===== config.mk =====
export PLATFORM = sky130hd
export DESIGN_NAME = fmul_72bit_norm
export DESIGN_NICKNAME = d
export VERILOG_FILES = /design/src/rtl/fmul_72bit_pkg.sv /design/src/rtl/fmul_72bit_pipe_reg.sv /design/src/rtl/fmul_72bit_norm.sv
export SDC_FILE = /design/constraint.sdc
export NUM_CORES = 1
export LEC_CHECK = 0
export BUFFER_PORTS_ARGS = -buffer_cell sky130_fd_sc_hd__buf_2
export CAP_MARGIN = 20
export CORE_UTILIZATION = 40
export CTS_BUF_LIST = sky130_fd_sc_hd__clkbuf_8
export CTS_CLUSTER_DIAMETER = 120
export DETAILED_ROUTE_END_ITERATION = 7
export PLACE_DENSITY_LB_ADDON = 0.3
export RECOVER_POWER = 50
export SYNTH_ARGS = -nofsm -noshare
export SYNTH_HDL_FRONTEND = slang
export SYNTH_HIERARCHICAL = 1
export SYNTH_SLANG_ARGS = --single-unit

===== constraint.sdc =====
create_clock -name iCLOCK -period 5.2 [get_ports iCLOCK]
set_input_delay 1.04 -clock iCLOCK [delete_from_list [all_inputs] [get_ports iCLOCK]]
set_output_delay 1.04 -clock iCLOCK [all_outputs]
set_load 0.1 [all_outputs]

===== src/rtl/fmul_72bit_pkg.sv =====
// Shared widths, constants and stage-register layouts for the 72-bit
// floating-point multiplier back end.
package fmul_72bit_pkg;

  localparam int EXP_W   = 11;
  localparam int FRACT_W = 60;
  localparam int PROD_W  = 122;
  localparam int MANT_W  = FRACT_W + 1;
  localparam int EXPI_W  = 13;
  localparam int E0_W    = 14;
  localparam int EXP_MAX = 2047;

  localparam logic [71:0] NAN_CANON = 72'h7FF_800000000000000;

  typedef struct packed {
    logic nan_inv;  // NaN operand, or inf times zero
    logic inf;
    logic zero;
  } op_class_t;

  typedef struct packed {
    logic                   sign;
    logic signed [E0_W-1:0] e0;
    logic [MANT_W-1:0]      mant;
    logic                   g;
    logic                   s;
    op_class_t              cls;
  } stage0_t;

  typedef struct packed {
    logic [71:0] data;
    logic [3:0]  flags;
  } result_t;

  // Exception bits arrive as {zA, zB, maxA, maxB, fzA, fzB}.
  function automatic op_class_t classify(input logic [5:0] x);
    op_class_t c;
    logic inf_a, inf_b, nan_a, nan_b;
    inf_a     = x[3] & x[1];
    inf_b     = x[2] & x[0];
    nan_a     = x[3] & ~x[1];
    nan_b     = x[2] & ~x[0];
    c.nan_inv = nan_a | nan_b | (inf_a & x[4]) | (inf_b & x[5]);
    c.inf     = inf_a | inf_b;
    c.zero    = x[5] | x[4];
    return c;
  endfunction

endpackage


===== src/rtl/fmul_72bit_pipe_reg.sv =====
// One pipeline stage: valid plus payload, frozen while downstream is busy,
// cleared by either reset.
module fmul_72bit_pipe_reg #(
  parameter int W = 1
) (
  input  logic         iCLOCK,
  input  logic         iRESET,
  input  logic         iRESET_SYNC,
  input  logic         iBUSY,
  input  logic         iVALID,
  input  logic [W-1:0] iDATA,
  output logic         oVALID,
  output logic [W-1:0] oDATA
);

  // NOTE: payload is reset along with valid so the outputs read all-zero
  // after reset; non-blocking assignments keep every stage sampling the
  // pre-edge value of its predecessor.
  always_ff @(posedge iCLOCK or posedge iRESET) begin
    if (iRESET) begin
      oVALID <= 1'b0;
      oDATA  <= '0;
    end else if (iRESET_SYNC) begin
      oVALID <= 1'b0;
      oDATA  <= '0;
    end else if (!iBUSY) begin
      oVALID <= iVALID;
      oDATA  <= iDATA;
    end
  end

endmodule


===== src/rtl/fmul_72bit_norm.sv =====
// Normalize, round-to-nearest-even and pack the raw significand product
// into a 72-bit result through a two-stage valid/busy pipeline.
module fmul_72bit_norm
  import fmul_72bit_pkg::*;
#(
  parameter int P_EXP_ADJ = 512
) (
  input  logic              iCLOCK,
  input  logic              iRESET,
  input  logic              iRESET_SYNC,
  input  logic              iDATA_REQ,
  output logic              oDATA_BUSY,
  input  logic              iDATA_SIGN,
  input  logic [EXPI_W-1:0] iDATA_EXP,
  input  logic [PROD_W-1:0] iDATA_FRACT,
  input  logic [5:0]        iDATA_EXCEPT,
  output logic              oDATA_VALID,
  input  logic              iDATA_BUSY,
  output logic [71:0]       oDATA_DATA,
  output logic [3:0]        oDATA_FLAGS
);

  localparam logic signed [E0_W-1:0] EXP_ADJ = E0_W'(P_EXP_ADJ);
  localparam logic signed [E0_W-1:0] E_OVF   = E0_W'(EXP_MAX);
  localparam logic signed [E0_W-1:0] E_ZERO  = '0;

  stage0_t s0_next, s0_q;
  result_t res_next, res_q;
  logic    s0_valid;

  logic                   norm_shift;
  logic signed [E0_W-1:0] exp_ext;
  logic                   inc;
  logic [MANT_W:0]        m1;
  logic signed [E0_W-1:0] e1;

  assign oDATA_BUSY = iDATA_BUSY;
  assign norm_shift = iDATA_FRACT[PROD_W-1];
  assign exp_ext    = {iDATA_EXP[EXPI_W-1], iDATA_EXP};

  // NOTE: every field gets a default first so no path leaves a latch.
  always_comb begin
    s0_next      = '0;
    s0_next.sign = iDATA_SIGN;
    if (norm_shift) begin
      s0_next.mant = iDATA_FRACT[PROD_W-1 -: MANT_W];
      s0_next.g    = iDATA_FRACT[FRACT_W];
      s0_next.s    = |iDATA_FRACT[FRACT_W-1:0];
    end else begin
      s0_next.mant = iDATA_FRACT[PROD_W-2 -: MANT_W];
      s0_next.g    = iDATA_FRACT[FRACT_W-1];
      s0_next.s    = |iDATA_FRACT[FRACT_W-2:0];
    end
    s0_next.e0  = exp_ext - EXP_ADJ + {{(E0_W-1){1'b0}}, norm_shift};
    s0_next.cls = classify(iDATA_EXCEPT);
  end

  fmul_72bit_pipe_reg #(.W($bits(stage0_t))) u_stage0 (
    .iCLOCK      (iCLOCK),
    .iRESET      (iRESET),
    .iRESET_SYNC (iRESET_SYNC),
    .iBUSY       (iDATA_BUSY),
    .iVALID      (iDATA_REQ),
    .iDATA       (s0_next),
    .oVALID      (s0_valid),
    .oDATA       (s0_q)
  );

  // A carry out of the 61-bit significand leaves the low bits zero,
  // which is exactly the renormalized fraction.
  assign inc = s0_q.g & (s0_q.s | s0_q.mant[0]);
  assign m1  = {1'b0, s0_q.mant} + {{MANT_W{1'b0}}, inc};
  assign e1  = s0_q.e0 + {{(E0_W-1){1'b0}}, m1[MANT_W]};

  always_comb begin
    res_next = '0;
    if (s0_q.cls.nan_inv) begin
      res_next.data  = NAN_CANON;
      res_next.flags = 4'b1000;
    end else if (s0_q.cls.inf) begin
      res_next.data = {s0_q.sign, {EXP_W{1'b1}}, {FRACT_W{1'b0}}};
    end else if (s0_q.cls.zero) begin
      res_next.data = {s0_q.sign, 71'h0};
    end else if (e1 >= E_OVF) begin
      res_next.data  = {s0_q.sign, {EXP_W{1'b1}}, {FRACT_W{1'b0}}};
      res_next.flags = 4'b0101;
    end else if (e1 <= E_ZERO) begin
      res_next.data  = {s0_q.sign, 71'h0};
      res_next.flags = 4'b0011;
    end else begin
      res_next.data  = {s0_q.sign, e1[EXP_W-1:0], m1[FRACT_W-1:0]};
      res_next.flags = {3'b000, s0_q.g | s0_q.s};
    end
  end

  fmul_72bit_pipe_reg #(.W($bits(result_t))) u_stage1 (
    .iCLOCK      (iCLOCK),
    .iRESET      (iRESET),
    .iRESET_SYNC (iRESET_SYNC),
    .iBUSY       (iDATA_BUSY),
    .iVALID      (s0_valid),
    .iDATA       (res_next),
    .oVALID      (oDATA_VALID),
    .oDATA       (res_q)
  );

  assign oDATA_DATA  = res_q.data;
  assign oDATA_FLAGS = res_q.flags;

endmodule


==> run summary <==
Final Hold Vio Count = 0
Clk slew on worst S/H paths = 100 ps
Top FF cell, synth = dfrtp_1
Most Used Layer, Global Route = met2
Critical Path RT = 5580 ps
GRT overflow = 0
Setup violators final = 0
PostCTS Resize Cnt = 0
Seq cells post-synth = 159
Crit path DAT = 5010 ps
GP Congestion = 0.883
Status = complete, but fails checks
Setup bufs post-CTS = 0
Max-slew headroom = -68.1%
Setup tns final = 0 ps
H-tree depth = 4
I/O Buffers = 224
Antenna violations before repair = 0
Core Area = 24,500 um2
Die Y = 161 um
# IOs = 225
Vias in the first global route = 7,955
Root Buffer Master = clkbuf_8
Starting Density = 41.2%
Fill count = 2,371
Crit Path Max Fanout = 63
Met2 Track Usage GR = 33.7%
FF-to-FF Start = u_stage0/oDATA[26]
Final min period = 4620 ps
Largest net degree at the start of global routing = 89
Max VDD drop = 0.144 mV
Slowest stage delay, CP = 530 ps
Grt met1 use = 29.0%
Via count = 8,285
Die width = 161 um
Clock Skew = 17.9 ps
Synth unique cells = 56
Failing checks = max-capacitance violations, max-slew violations
WL per Instance = 17.3 um
Post-synthesis instance total = 1,022
F_max = 216 MHz
Grt met3 use = 2.84%
Final worst slack = 575 ps
Layout area overhead = 14.4%
Finished layout cell area = 11,600 um2
Critical path type = flip-flop to flip-flop
EDFF count, synth = 0
Clk_lat worst skew = 460 ps
Final Net Count = 1,360
Cell area after synthesis = 10,100 um2
Fin cells = 1,544
Synthesized area per cell = 9.88 um2
Synthesis Warnings = 6
First DRT Iteration DRCs = 539
Min-Delay Path Class = flip-flop to flip-flop
Pleak = 0.00558 uW
Clock buffer count from CTS = 17
Final ANT Viol Nets = 0
Crit-path cells = nand4_1 > nor4_1 > nand2_1 > and4b_1 > nand3_1 > nor2_1 > ha_1 > ha_1 > nand2_1 > o31a_1 > a211oi_1 > nand3_1 > o211ai_4 > buf_12 > o41a_1 > mux2i_1 > nor2_1
Worst hold start = u_stage0/oDATA[80]
Row count = 57
CP Capture Type = flip-flop
Least-Margin Pin Slew = 2520 ps
Final period util = 88.9%
DR DRC count = 0
Deepest clock path buffer count = 2
Most common cell after layout, fill and taps aside = buf_2
Share of cells above drive strength 1 = 27.8%
WP buf/inv = 1
Crit start category = flip-flop
Crit path max-delay family = simple AND/OR/NAND/NOR gates
Syn nets = 1,175
Power per Cell Area = 254 nW/um2
Pins over their slew limit = 239
DP HPWL = 19.0 mm
Most frequent cells in the layout = buf_2 (220), nor2_1 (182), mux2i_1 (161)
Crit path launch = u_stage0/oDATA[26]
Max-cap check violation count = 5
TritonCTS clock tree = done
Post-Place Cell Area = 11,200 um2
Die area = 25,900 um2
RSZ-0062 raised after global routing = false
Clk sinks = 159
Ys async rst share = 100%
GR Util All Layers = 21.0%
First-pass GRT wire length = 42.8 mm
1st-pass router iterations = 5
Via density = 5.37
Tot Pwr = 2930 uW
# hold bufs at CTS = 0
Sequential area share after synthesis = 39.4%
Dpl cells = 1,512
Antenna Cells = 0
Slowest cell on crit path = nor4_1
Drt total wl = 26.7 mm
Pre-CTS WS = 667 ps
[worst min-delay path, cell delays in order (launching register included)]
cell	delay (ps)
dfrtp_1	340
mux2i_1	60
nor2_1	80
[through the flow]
stage / hold WS, ps / utilization [%]
after floorplan: 481 / -
after global placement: 501 / 45.7
after detailed placement: 507 / 45.7
after CTS: 526 / 47.2
after global routing: 551 / 47.1
final: 519 / 47.1
[where the power goes]
group          internal (uW)  total [uW]  switching, uW
Combinational            237         678            441
Sequential              1300        1370           78.3
Clock                    367         878            511
[state kept, by name (all words and copies together) (netlist names)]
name             count
u_stage0/oDATA      81
u_stage1/oDATA      76
u_stage0/oVALID      1
u_stage1/oVALID      1
[cell type report]
| class | instances | area (um2) | share of cell area [%] |
|---|---|---|---|
| repair buffers | 237 | 1240 | 10.7 |
| inverters | 15 | 58.8 | 0.509 |
| well taps | 324 | 405 | 3.51 |
| clock inverters | 13 | 105 | 0.910 |
| clock buffers | 19 | 262 | 2.26 |
| multi-input cells | 777 | 5510 | 47.7 |
| flip-flops and latches | 159 | 3980 | 34.4 |
[logic make-up after synthesis]
logic type               Yosys count  synth area share, %
multiplexers                     222                 22.8
adder cells (fa/ha/maj)            6                0.743
AO/OA/AOI/OAI                     44                 3.12
AND/OR/NAND/NOR                  428                 21.1
buffers and inverters             86                 6.16
XOR/XNOR                          77                 6.68
flip-flops                       159                 39.4
[layer usage]
metal  vias up  part of all wire [%]
met2       259                    47
li1       3993                     -
met4         0                   2.0
met3        26                   4.3
met1      4007                    47
met5         -                     0
[cells in the mapped netlist, drive strengths merged (3+ instances only)]
library cell	n	area, um2
inv	15	56.3
or4	4	30.0
o31ai	3	22.5
nand2	18	67.6
and4	8	70.1
a211oi	4	30.0
or3	6	37.5
mux2i	161	1610
clkbuf	24	91.3
and3	14	87.6
ha	6	75.1
and2	11	68.8
xnor2	40	350
nor2	182	683
a21oi	4	20.0
buf	47	474
nand4	40	256
a21o	5	37.5
or2	4	25.0
nand3	34	175
mux2	61	687
nor3	72	360
dfrtp	159	3980
xor2	37	324
nor4	25	193
nor2b	4	25.0
o21ai	12	60.1
[worst paths after layout]
kind / cells after the start / slack [ps] / to
hold reg to reg: 2 / 520 / u_stage0/oDATA[80]
setup reg to reg: 17 / 580 / u_stage1/oDATA[0]
min in group asynchronous: 2 / 1030 / u_stage1/oDATA[24]
max in group asynchronous: 3 / 1310 / u_stage1/oDATA[69]
hold / removal: 2 / 520 / u_stage0/oDATA[80]
setup / recovery: 17 / 580 / u_stage1/oDATA[0]
No activity file was read; power rests on OpenSTA's default activity.
